<file path="config.mk">
export PLATFORM = sky130hd
export DESIGN_NAME = pixel_result_queue
export DESIGN_NICKNAME = d
export VERILOG_FILES = /design/src/rtl/mandelbrot_pkg.sv /design/src/rtl/result_fifo.sv /design/src/rtl/pixel_result_queue.sv
export SDC_FILE = /design/constraint.sdc
export NUM_CORES = 1
export LEC_CHECK = 0
export BUFFER_PORTS_ARGS = -buffer_cell sky130_fd_sc_hd__buf_2
export CAP_MARGIN = 20
export CORE_MARGIN = 2
export CORE_UTILIZATION = 30
export CTS_CLUSTER_DIAMETER = 50
export DETAILED_ROUTE_END_ITERATION = 12
export SLEW_MARGIN = 20
export SYNTH_ARGS = -nofsm -noshare
export SYNTH_HDL_FRONTEND = slang
export SYNTH_HIERARCHICAL = 1
export SYNTH_SLANG_ARGS = --single-unit
</file>
<file path="constraint.sdc">
create_clock -name clk -period 12.05 [get_ports clk]
set_input_delay 0 -clock clk [delete_from_list [all_inputs] [get_ports clk]]
set_output_delay 0 -clock clk [all_outputs]
set_load 0.02 [all_outputs]
</file>
<file path="src/rtl/mandelbrot_pkg.sv">
// Shared definitions for the Mandelbrot pipeline.
// Holds the default datapath widths, the queued pixel record type, and the
// iteration-count to 24-bit RGB colour mapping used at the engine output.
package mandelbrot_pkg;

  localparam int unsigned ENGINE_DATA_W = 32;  // engine fixed-point word
  localparam int unsigned PIXEL_DATA_W  = 10;
  localparam int unsigned ITERATIONS_W  = 9;
  localparam int unsigned RGB_W         = 24;

  typedef struct packed {
    logic [PIXEL_DATA_W-1:0] x;
    logic [PIXEL_DATA_W-1:0] y;
    logic [RGB_W-1:0]        rgb;
  } pixel_result_t;

  // Points that hit the iteration limit are in the set and drawn black.
  // Otherwise the low count bits are spread across R, G and B at different
  // scales so neighbouring counts give visibly distinct hues.
  function automatic logic [RGB_W-1:0] iter_to_rgb(input logic [7:0] iter_lo,
                                                   input logic       in_set);
    if (in_set) begin
      return '0;
    end
    return {iter_lo, iter_lo[6:0], 1'b0, iter_lo[5:0], 2'b00};
  endfunction

endpackage

</file>
<file path="src/rtl/result_fifo.sv">
// Circular buffer of queued pixel results.
// Ports:
//   clk_i, rst_ni  clock, asynchronous active-low reset
//   wr_en_i        push wr_data_i (caller guarantees not full)
//   wr_data_i      entry to store
//   rd_en_i        pop head (caller guarantees not empty)
//   rd_data_o      current head entry
//   empty_o        no entries stored
//   full_o         registered: DEPTH entries stored
module result_fifo #(
  parameter int unsigned DEPTH = 8,
  parameter int unsigned WIDTH = 44
) (
  input  logic             clk_i,
  input  logic             rst_ni,
  input  logic             wr_en_i,
  input  logic [WIDTH-1:0] wr_data_i,
  input  logic             rd_en_i,
  output logic [WIDTH-1:0] rd_data_o,
  output logic             empty_o,
  output logic             full_o
);

  localparam int unsigned AW = $clog2(DEPTH);
  localparam logic [AW:0] FullCount = (AW + 1)'(DEPTH);

  logic [WIDTH-1:0] mem_q [DEPTH];
  logic [AW-1:0]    wr_ptr_q, rd_ptr_q;
  logic [AW:0]      count_q, count_d;
  logic             full_q;

  always_comb begin
    count_d = count_q;
    unique case ({wr_en_i, rd_en_i})
      2'b10:   count_d = count_q + 1'b1;
      2'b01:   count_d = count_q - 1'b1;
      default: count_d = count_q;
    endcase
  end

  // DEPTH is a power of two, so the pointers wrap by natural overflow.
  always_ff @(posedge clk_i or negedge rst_ni) begin
    if (!rst_ni) begin
      wr_ptr_q <= '0;
      rd_ptr_q <= '0;
      count_q  <= '0;
      full_q   <= 1'b0;
    end else begin
      if (wr_en_i) wr_ptr_q <= wr_ptr_q + 1'b1;
      if (rd_en_i) rd_ptr_q <= rd_ptr_q + 1'b1;
      count_q <= count_d;
      full_q  <= (count_d == FullCount);
    end
  end

  always_ff @(posedge clk_i) begin
    if (wr_en_i) mem_q[wr_ptr_q] <= wr_data_i;
  end

  assign rd_data_o = mem_q[rd_ptr_q];
  assign empty_o   = (count_q == '0);
  assign full_o    = full_q;

endmodule

</file>
<file path="src/rtl/pixel_result_queue.sv">
// Result queue between the Mandelbrot engine and the frame-buffer writer.
// Captures finished pixels, colours them, buffers them in a small FIFO with
// engine back-pressure, and streams them out over valid/ready.
// Ports:
//   clk, reset                       clock, asynchronous active-low reset
//   result_valid, iterations,        engine result pulse and payload
//   xpixel, ypixel, iterations_max   (limit used for the in-set test)
//   full_queue                       storage full, engine must stall
//   out_valid, out_ready, out_x,     output pixel stream
//   out_y, out_rgb
//   frame_done                       pulse after last pixel of frame leaves
//   overflow                         sticky: a result was dropped
module pixel_result_queue
  import mandelbrot_pkg::*;
#(
  parameter int unsigned PIXEL_DATA_WIDTH = 10,
  parameter int unsigned ITERATIONS_WIDTH = 9,
  parameter int unsigned DEPTH            = 8,
  parameter int unsigned H_RES            = 640,
  parameter int unsigned V_RES            = 480
) (
  input  logic                        clk,
  input  logic                        reset,
  input  logic                        result_valid,
  input  logic [ITERATIONS_WIDTH-1:0] iterations,
  input  logic [PIXEL_DATA_WIDTH-1:0] xpixel,
  input  logic [PIXEL_DATA_WIDTH-1:0] ypixel,
  input  logic [ITERATIONS_WIDTH-1:0] iterations_max,
  output logic                        full_queue,
  output logic                        out_valid,
  input  logic                        out_ready,
  output logic [PIXEL_DATA_WIDTH-1:0] out_x,
  output logic [PIXEL_DATA_WIDTH-1:0] out_y,
  output logic [RGB_W-1:0]            out_rgb,
  output logic                        frame_done,
  output logic                        overflow
);

  localparam int unsigned EntryW = 2 * PIXEL_DATA_WIDTH + RGB_W;
  localparam logic [PIXEL_DATA_WIDTH-1:0] XLast = PIXEL_DATA_WIDTH'(H_RES - 1);
  localparam logic [PIXEL_DATA_WIDTH-1:0] YLast = PIXEL_DATA_WIDTH'(V_RES - 1);

  logic [EntryW-1:0] wr_entry, head;
  logic              fifo_empty, fifo_full;
  logic              out_free, accept, bypass, pop, fifo_wr;

  assign wr_entry = {xpixel, ypixel,
                     iter_to_rgb(iterations[7:0], iterations == iterations_max)};

  // Output register can take a new pixel this cycle.
  assign out_free = !out_valid || out_ready;
  // A pop in the same cycle does not free a slot for a write into full storage.
  assign accept   = result_valid && !fifo_full;
  assign bypass   = accept && fifo_empty && out_free;
  assign pop      = out_free && !fifo_empty;
  assign fifo_wr  = accept && !bypass;

  result_fifo #(
    .DEPTH(DEPTH),
    .WIDTH(EntryW)
  ) u_fifo (
    .clk_i    (clk),
    .rst_ni   (reset),
    .wr_en_i  (fifo_wr),
    .wr_data_i(wr_entry),
    .rd_en_i  (pop),
    .rd_data_o(head),
    .empty_o  (fifo_empty),
    .full_o   (fifo_full)
  );

  assign full_queue = fifo_full;

  always_ff @(posedge clk or negedge reset) begin
    if (!reset) begin
      out_valid  <= 1'b0;
      out_x      <= '0;
      out_y      <= '0;
      out_rgb    <= '0;
      frame_done <= 1'b0;
      overflow   <= 1'b0;
    end else begin
      if (pop) begin
        out_valid                <= 1'b1;
        {out_x, out_y, out_rgb}  <= head;
      end else if (bypass) begin
        out_valid                <= 1'b1;
        {out_x, out_y, out_rgb}  <= wr_entry;
      end else if (out_ready) begin
        out_valid <= 1'b0;
      end
      overflow   <= overflow | (result_valid && fifo_full);
      frame_done <= out_valid && out_ready && (out_x == XLast) && (out_y == YLast);
    end
  end

endmodule
</file>
==> impl_results.rst <==
.. list-table::
   :header-rows: 1

   * - Metric
     - Value
   * - Setup repair after global routing missed its margin
     - no
   * - Final setup skew
     - around 0.013 ns
   * - Number of antenna violations at the first check in global routing
     - 3
   * - #FFs+latches synth
     - 410
   * - Seq/Total Area, Yosys
     - 74.63%
   * - TritonCTS clock tree
     - done
   * - Static Leak
     - ~6.4 nW
   * - Clock buffer depth
     - 3
   * - Post-layout instance area
     - 19080 µm²
   * - Final count of pins violating max slew
     - 0
   * - Worst-skew pair later-pin latency
     - roughly 0.54 ns
   * - Worst slew margin relative to its limit
     - between 30% and 40%
   * - Row Count
     - 84
   * - Tmin final
     - 3.811 ns
   * - Critical path's slowest cell
     - dfrtp_1
   * - Mean number of vias per cell
     - 4.772
   * - Die outline height
     - 235.7 µm
   * - Total clock sinks
     - 410
   * - Remaining antenna violation count after routing
     - 0
   * - Ordered list of cells on the worst path
     - or3_1, nor2_1, inv_1, nand2_1, inv_2, ha_1, xor2_1, ha_1, a21oi_1, xnor2_1, nand2_1, xnor2_1, nor3_1
   * - Core ar.
     - 52870 µm²
   * - Transition time at the pin with the least slew margin
     - about 1.0 ns
   * - Ys Warns
     - 6
   * - Number of different library cells in the post-synthesis netlist
     - 42
   * - Instance count of the mapped netlist
     - ~800
   * - Clock tree root buffer cell
     - clkbuf_16
   * - Number of maximum-capacitance violations
     - 0
   * - Area growth, synth to finish
     - 18.42%
   * - Setup_tns
     - 0 ns
   * - Number of design-rule violations left by the first detailed-router iteration
     - roughly 650
   * - Total Die Area
     - 55560 µm²
   * - Number of top-level pins
     - 90
   * - Area fraction of the dominant cell type after synthesis
     - around 66%
   * - Netlist area before placement
     - 16110 µm²
   * - Total design power
     - 0.004576 W
   * - Half-perimeter wire length after placement
     - 19060 µm
   * - Final hold vios
     - 0
   * - Part of the power in registers
     - 44.8%
   * - Layout cell share with drive strength beyond 1
     - 31.70%
   * - Commonest register cell after synthesis
     - edfxtp_1
   * - Maximum vdd ir drop
     - 0.1025 mV
   * - Run status
     - complete, no violations
   * - Type of the worst setup path
     - reg -> reg
   * - Post-Place Cell Area
     - roughly 17000 µm²
   * - Routed WL
     - between 30000 and 40000 µm
   * - Internal power contribution
     - 0.003170 W
   * - Power Dens Cells
     - 239.9 nW/µm²
   * - First-pass iteration count of the detailed router
     - 6
   * - Global-route wire length before repair
     - about 53000 µm
   * - Power dissipated by switching net loads
     - 0.001406 W
   * - Aggregate global-route resource usage
     - about an eighth
   * - Relative contribution of combinational cells to total power
     - 28.1%
   * - Via count
     - between 8000 and 9000
   * - Class of the tightest hold or removal check
     - in -> reg
   * - Initial core utilization
     - 30.47%
   * - Remaining global-route overflow
     - 0
   * - Final period utilization
     - 31.62%
   * - Via count of the first global-routing pass
     - 8522
   * - Startpoint class of the critical path
     - flip-flop
   * - Arrival time of data at the critical path endpoint
     - 4.26 ns
   * - Wirelength per Cell
     - 20.62 µm
   * - Achievable frequency
     - 262.4 MHz
   * - Crit path setup slack, layout
     - 8.239 ns
   * - Net Sw Frac
     - 30.73%
   * - Number of buffers created by CTS
     - 43
   * - Clock share of power
     - 27.1%
   * - Dominant cell type by area after synthesis
     - edfxtp_1
   * - Critical Path Fanout Max
     - 29
   * - Finish-stage setup viols
     - 0
   * - Sort of element at the end of the critical path
     - flip-flop
   * - Mean instance size in the synthesized netlist
     - ~20 µm²
   * - Post-placement worst setup slack
     - 8.158 ns
   * - Top post-synthesis cells by area
     - edfxtp_1 (66%), mux4_2 (12%), dfrtp_1 (9.0%), mux2_2 (3.2%), mux2i_1 (1.2%)
   * - Maximum number of pins on one net before global-route repair
     - a little under 60
   * - Async SR Flop Fraction
     - between 10% and 20%
   * - Crit path largest cell delay
     - 0.44 ns
   * - Final net count
     - 1014
   * - EDFF count, synth
     - 352
   * - Most repeated cell in the gate-level netlist after synthesis
     - edfxtp_1
   * - Worst endpoint required time
     - 12.50 ns
   * - Post-synth top cells
     - edfxtp_1 (352), mux4_2 (88), dfrtp_1 (58), mux2_2 (46), nand2_1 (28)
   * - I/O Buffers
     - 89
   * - Count of unresolved DRC violations after routing
     - 0
   * - Placer congestion estimate
     - around 0.72
   * - Number of antenna cells inserted
     - 0
   * - Maximum level of the CTS H-tree
     - 2
   * - Clock-pin slew of the registers on the worst-case setup and hold paths
     - 0.06 ns
   * - Die W
     - between 200 and 250 µm
==> kinds of logic after synthesis <==
logic type / synth area share, %
other cells: 0.02328
simple gates: 2.695
flops: 74.63
fa+ha+maj: 0.3884
xor+xnor: 0.9788
buf+inv: 1.647
compound gates: 2.781
mux: 16.86
==> power by group through the flow <==
stage	clock network, W	registers (W)	logic, W
after global routing	0.00133	0.00209	0.00140
after floorplan	0	0.00205	0.000928
final	0.00124	0.00205	0.00129
after CTS	0.00127	0.00206	0.00132
after global placement	0	0.00207	0.00129
after detailed placement	0	0.00209	0.00130
==> final timing paths <==
kind / start / cells past startpoint / to / slack, ns
min: out_ready / 3 / out_valid / 0.04
min reg2reg: overflow / 1 / overflow / 0.46
min in group asynchronous: reset / 2 / out_rgb[19] / 0.14
max: u_fifo/count_q[1] / 13 / u_fifo/full_o / 8.24
max reg2reg: u_fifo/count_q[1] / 13 / u_fifo/full_o / 8.24
max in group asynchronous: reset / 2 / u_fifo/rd_ptr_q[0] / 11.21
==> metrics by stage <==
step / std cells / hold WS, ns / utilization, %
floorplan: 830 / -0.2956 / -
global placement: 1580 / 0.1713 / 33.02
detailed placement: 1580 / 0.1837 / 33.02
CTS: 1688 / 0.01883 / 36.08
global route: 1688 / 0.04227 / 36.08
finish: 1688 / 0.04104 / 36.08
==> registers in the layout, indices dropped and copies added, names as in the netlist <==
signal           flops
out_valid            1
u_fifo/wr_ptr_q      3
out_y               10
overflow             1
u_fifo/full_o        1
u_fifo/count_q       4
out_x               10
out_rgb             24
u_fifo/rd_ptr_q      3
u_fifo/mem_q       352
frame_done           1
==> layout by cell type (no fill, tap or decap), drive strengths merged, types with 2 or more instances in the layout <==
cell,n
dfrtp,58
mux2i,20
nor3,3
dlygate4sd3,30
nand3,2
o21ai,23
a21o,2
mux2,47
mux4,88
and2,8
buf,103
edfxtp,352
xnor2,15
nand4b,4
or3,3
nand2b,6
nand4,3
conb,24
a22o,4
nor2,27
inv,14
clkinv,16
ha,5
o22ai,20
nand2,28
a21oi,24
xor2,3
clkbuf,58
==> critical path: cells and delay by family, from the launching register on <==
| family | cells | cell delay, ns |
|---|---|---|
| adders and majority gates | 2 | 0.63 |
| xor gates and xnor gates | 3 | 0.44 |
| DFF | 1 | 0.44 |
| buffers and inverters | 2 | 0.80 |
| and+or+nand+nor | 5 | 1.25 |
| AOI/OAI and AO/OA | 1 | 0.14 |
==> metal layers <==
metal / share of wire, % / vias up / GRT usage (%) / wire length [µm]
met5: 0.037 / - / 0 / 13
met4: 1.5 / 2 / 2.818 / 521
met3: 5.0 / 49 / 2.556 / 1750
met2: 48 / 202 / 20.26 / 16590
met1: 46 / 4249 / 17.14 / 15930
li1: - / 3553 / - / -
==> cell type report <==
| type | instances | area [µm²] |
|---|---|---|
| clock buffer | 58 | 1182 |
| inverter | 11 | 41.29 |
| multi-input combinational | 368 | 3971 |
| tap | 688 | 860.8 |
| clock inverter | 20 | 136.4 |
| timing repair buffer | 133 | 853.3 |
| sequential | 410 | 12030 |
| fill | 4859 | 33790 |
==> repair_timing <==
action / 4_1_cts / 5_1_grt
hold buffers: 30 / 0
endpoints found under the hold margin: 269 / 0
setup buffers: 0 / 0
setup endpoints to repair: 0 / 0
gates resized for setup: 0 / 0
Power figures use the tool's default switching activity.
